===== src/rtl/serializer_tx.sv =====
// Parallel-to-serial transmitter: captures one WIDTH-bit word, shifts it out on sout.
// Latency: first bit on sout the cycle after acceptance; one bit per tx_en-high cycle.
// Backpressure: in_ready is high only in IDLE; tx_en low stalls the shift indefinitely.
module serializer_tx #(
  parameter int WIDTH     = 8,
  parameter bit MSB_FIRST = 1'b1
) (
  input  logic             clk,
  input  logic             rst,
  input  logic             in_valid,
  input  logic [WIDTH-1:0] in_data,
  output logic             in_ready,
  input  logic             tx_en,
  output logic             sout,
  output logic             busy,
  output logic             done
);

  localparam int CW = $clog2(WIDTH);
  localparam logic [CW-1:0] LAST = CW'(WIDTH - 1);

  typedef enum logic [1:0] {IDLE, SHIFT, DONE} state_t;

  state_t           r_state;
  state_t           w_next;
  logic [WIDTH-1:0] r_shreg;
  logic [CW-1:0]    r_cnt;
  logic             r_sout;
  logic             w_accept;
  logic             w_last;
  logic             w_first;
  logic             w_next_bit;
  logic [WIDTH-1:0] w_shifted;

  assign w_last     = (r_cnt == LAST);
  assign w_accept   = in_valid && in_ready;
  // Bit selection: the shift register always holds the just-presented bit at the
  // "outgoing" end, so the next bit is the neighbour one position inward.
  assign w_first    = MSB_FIRST ? in_data[WIDTH-1] : in_data[0];
  assign w_next_bit = MSB_FIRST ? r_shreg[WIDTH-2] : r_shreg[1];
  assign w_shifted  = MSB_FIRST ? {r_shreg[WIDTH-2:0], 1'b0}
                                : {1'b0, r_shreg[WIDTH-1:1]};
  assign sout       = r_sout;

  // State register; reset forces IDLE immediately.
  always_ff @(posedge clk or posedge rst) begin
    if (rst) begin
      r_state <= IDLE;
    end else begin
      r_state <= w_next;
    end
  end

  // Next-state and handshake/status outputs; in_ready is masked while reset is held.
  always_comb begin
    w_next   = r_state;
    in_ready = 1'b0;
    busy     = 1'b0;
    done     = 1'b0;
    case (r_state)
      IDLE: begin
        in_ready = !rst;
        if (in_valid && !rst) begin
          w_next = SHIFT;
        end
      end
      SHIFT: begin
        busy = 1'b1;
        if (tx_en && w_last) begin
          w_next = DONE;
        end
      end
      DONE: begin
        done   = 1'b1;
        w_next = IDLE;
      end
      default: begin
        w_next = IDLE;
      end
    endcase
  end

  // Datapath: load on accept, advance one bit per enabled SHIFT cycle, clear on the last.
  always_ff @(posedge clk or posedge rst) begin
    if (rst) begin
      r_shreg <= '0;
      r_cnt   <= '0;
      r_sout  <= 1'b0;
    end else begin
      case (r_state)
        IDLE: begin
          if (w_accept) begin
            r_shreg <= in_data;
            r_cnt   <= '0;
            r_sout  <= w_first;
          end
        end
        SHIFT: begin
          if (tx_en) begin
            if (w_last) begin
              r_shreg <= '0;
              r_cnt   <= '0;
              r_sout  <= 1'b0;
            end else begin
              r_shreg <= w_shifted;
              r_cnt   <= r_cnt + CW'(1);
              r_sout  <= w_next_bit;
            end
          end
        end
        default: begin
          r_sout <= 1'b0;
        end
      endcase
    end
  end

endmodule


===== config.mk =====
export PLATFORM = sky130hd
export DESIGN_NAME = serializer_tx
export DESIGN_NICKNAME = d
export VERILOG_FILES = /design/src/rtl/serializer_tx.sv
export SDC_FILE = /design/constraint.sdc
export NUM_CORES = 1
export LEC_CHECK = 0
export ABC_AREA = 0
export ABC_CLOCK_PERIOD_IN_PS = 1560
export CAP_MARGIN = 15
export CORE_UTILIZATION = 43
export DETAILED_ROUTE_END_ITERATION = 16
export GPL_ROUTABILITY_DRIVEN = 1
export GPL_TIMING_DRIVEN = 1
export PLACE_DENSITY = 0.74
export SYNTH_ARGS = -nofsm -noshare
export SYNTH_HDL_FRONTEND = slang
export SYNTH_SLANG_ARGS = --single-unit

===== constraint.sdc =====
create_clock -name clk -period 1.56 [get_ports clk]
set_clock_uncertainty 0.2 [all_clocks]
set_input_delay 0.312 -clock clk [delete_from_list [all_inputs] [get_ports clk]]
set_output_delay 0.312 -clock clk [all_outputs]
set_load 0.1 [all_outputs]

==> out/qor_table.md <==
| Item | Reported | Unit |
|:---|:---|:---|
| Detail-routed net length per standard cell | 16.2 | um |
| Final period util | 114 | % |
| Biggest area consumer among synthesized cells | dfrtp_1 | - |
| XOR/XNOR Fraction of Synth Area | 0 | % |
| Core region area | 0.00154 | sq mm |
| Final ANT Viol Nets | 0 | - |
| Port Buffers | 15 | - |
| Violated checks | setup timing | - |
| Worst Setup Start Kind | register | - |
| Worst ir drop on vdd | 0.00124 | V |
| HPWL after detailed placement | 1230 | um |
| Length in cells of the worst reg-to-reg path | 4 | - |
| TritonCTS Sinks | 13 | - |
| Highest achievable clock rate | 565 | MHz |
| Area of the mapped netlist | 718 | sq um |
| Cells after synthesis | 65 | - |
| Fraction of synthesized area in multiplexers | 12.0 | % |
| 1st-pass router iterations | 4 | - |
| Die area | 0.00184 | sq mm |
| Clk Latency, worst-skew pair | 0.27 | ns |
| Clock tree from TritonCTS | done | - |
| Final WL | 1900 | um |
| Clock Path Buffers | 2 | - |
| Routed vias | 651 | - |
| Critical path class | reg -> out | - |
| Crit end category | output port | - |
| Clock Pin Slew Worst Setup and Hold Paths | 0.08 | ns |
| # fillers | 105 | - |
| Number of buffers and inverters on the critical path | 2 | - |
| Die Span X | 42.9 | um |
| Arrival time of the worst setup path | 1.26 | ns |
| H-tree depth | 1 | - |
| Antenna fix cells | 0 | - |
| Area Growth Syn to Fin | 65.9 | % |
| Number of global-route vias before repair | 681 | - |
| Pwr/cell area | 1850 | mW/mm^2 |
| Total number of cells along the worst setup path | 3 | - |
| Dominant combinational cell family by area after synthesis | simple AND/OR/NAND/NOR gates | - |
| Antenna violations before repair | 0 | - |
| Library cells used by synthesis | 23 | - |
| Required time reported for the critical path endpoint | 1.05 | ns |
| Number of maximum-capacitance violations | 0 | - |
| Static leakage power | 0.000543 | uW |
| Slowest cell delay on critical path | 0.42 | ns |
| Total congestion overflow | 0 | - |
| Final Instance Count excl. Fillers | 117 | - |
| Syn nets | 79 | - |
| Placement-stage cell area | 0.00104 | sq mm |
| Top Family by Delay on Critical Path | flip-flops | - |
| CP max-delay cell | dfrtp_1 | - |
| Max transition margin | 83.8 | % |
| Hold-fix buffers, CTS | 0 | - |
| # IOs | 16 | - |
| Vias per cell | 5.56 | - |
| DRC viols | 0 | - |
| Worst-path cell chain | buf_6 > nor3_4 > buf_12 | - |
| Fraction of final layout cells with drive strength greater than 1 | 42.6 | % |
| Total count of hold-check failures in the final report | 0 | - |
| Root Buffer | clkbuf_4 | - |
| Syn Area/Cell | 11.0 | sq um |
| Cell total after placement | 107 | - |
| Most area-consuming cells after synthesis | dfrtp_1 (45%), mux2i_1 (8.4%), nor4bb_1 (8.4%) | - |
| Max Transition Viols Final | 0 | - |
| Total clock buffers created by CTS | 3 | - |
| Run status | finished with violations | - |
| Fraction of the mapped netlist area in adder cells | 3.48 | % |
| Min Tclk post-route | 1.77 | ns |
| Total Negative Setup Slacks | -1.25 | ns |
| Fraction of synthesized cell area taken by the top area cell type | 45.3 | % |
| Post-synthesis register bit count | 13 | - |
| Synth Warn # | 0 | - |
| Wire length of the first global-routing pass | 3060 | um |
| Most frequent standard cell in the layout excluding fill and tap cells | buf_4 | - |
| Number of nets in the final layout | 116 | - |
| Total setup violations reported at the end of the flow | 10 | - |
| Number of violations reported at the end of detailed-routing iteration 0 | 12 | - |
| Place WS | -0.381 | ns |
| Largest net degree at the start of global routing | 14 | - |
| Post-route cell area | 0.00119 | sq mm |
| RSZ-0062 raised after global routing | true | - |
| Weighted congestion reported at the end of routability-driven placement | 0.759 | - |
| Actual slew at the worst max-slew pin | 0.240 | ns |
| Maximum net fanout on the critical path | 4 | - |
| Proportion of synthesized chip area in sequential cells | 45.3 | % |
| Die outline height | 42.9 | um |
| Global-route usage over all layers | 23.3 | % |
| Number of placement rows | 14 | - |
| Worst min-delay path category | in -> async | - |
| Simple-gate share of the synthesized area | 16.4 | % |
| Initial core utilization | 46.6 | % |
| Area fraction in compound gates after synthesis | 13.9 | % |
| Commonest non-fill, non-tap cells in the layout | buf_4 (18), dfrtp_1 (11), clkdlybuf4s50_1 (10) | - |
| Post-layout worst setup margin | -0.211 | ns |
[worst paths after layout]
check                            from  slack [ns]          to
max                        r_state[0]       -0.21    in_ready
min                               rst        0.20  r_state[0]
max reg2reg                r_state[0]       -0.12    r_cnt[0]
min reg2reg                r_shreg[0]        0.30  r_shreg[0]
max in group asynchronous         rst        0.78  r_state[1]
min in group clk           r_shreg[0]        0.30  r_shreg[0]
[kinds of logic after synthesis]
family | Yosys count
flops | 13
simple gates | 15
buf+inv | 12
mux | 8
compound gates | 15
fa+ha+maj | 2
[cell type report]
class	instances	area (sq um)	share of cell area (%)
tap	16	20.0	1.68
timing repair buffer	36	367	30.8
sequential	13	328	27.5
multi-input combinational	40	408	34.2
inverter	8	42.5	3.57
clock buffer	4	26.3	2.21
[tightest hold or removal path: stages]
cell           delay, ns
dlygate4sd2_1       0.27
buf_4               0.16
inv_1               0.08
buf_4               0.22
[where the power goes]
part	internal (uW)	switching [uW]	total (uW)
registers	473	96.6	570
clock network	99.1	112	211
logic	723	700	1420
[sequential cells by signal, summed over array words and instances (netlist names)]
signal   count
r_shreg      7
sout         1
r_state      2
r_cnt        3
[cell usage after synthesis]
library cell  number
nand2b_1           3
a21o_1             1
buf_2              1
mux2_4             1
inv_4              1
a21oi_1            8
dfrtp_1           13
o21a_1             1
a311oi_1           1
mux2_2             1
nor4bb_1           6
nor2b_1            1
nand3b_1           1
inv_1              7
a31oi_1            1
clkbuf_1           1
buf_6              2
a32o_1             3
nor3_1             2
nor4b_1            1
ha_1               2
mux2i_1            6
and3_1             1
[stage by stage]
step / util (%) / power [uW] / hold slack [ns]
global placement: 67.5 / 1710 / 0.281
CTS: 74.9 / 2150 / 0.169
detailed placement: 67.5 / 1750 / 0.284
floorplan: - / 1380 / -0.00293
finish: 77.3 / 2200 / 0.201
global route: 77.3 / 2330 / 0.233
[per-layer routing]
layer	vias to the layer above	track usage (%)	share of wire (%)
li1	309	-	-
met1	329	31.3	47
met2	11	37.9	50
met3	2	3.83	2.4
met4	0	7.50	0.79
met5	-	0	0
[repair_timing]
item                                    4_1_cts  5_1_grt
pin swaps                                     2        3
endpoints found under the setup margin       11       14
resized for setup                             9        6
hold endpoints to repair                      0        0
buffers inserted                              5        1
No activity file was read; power rests on OpenSTA's default activity.
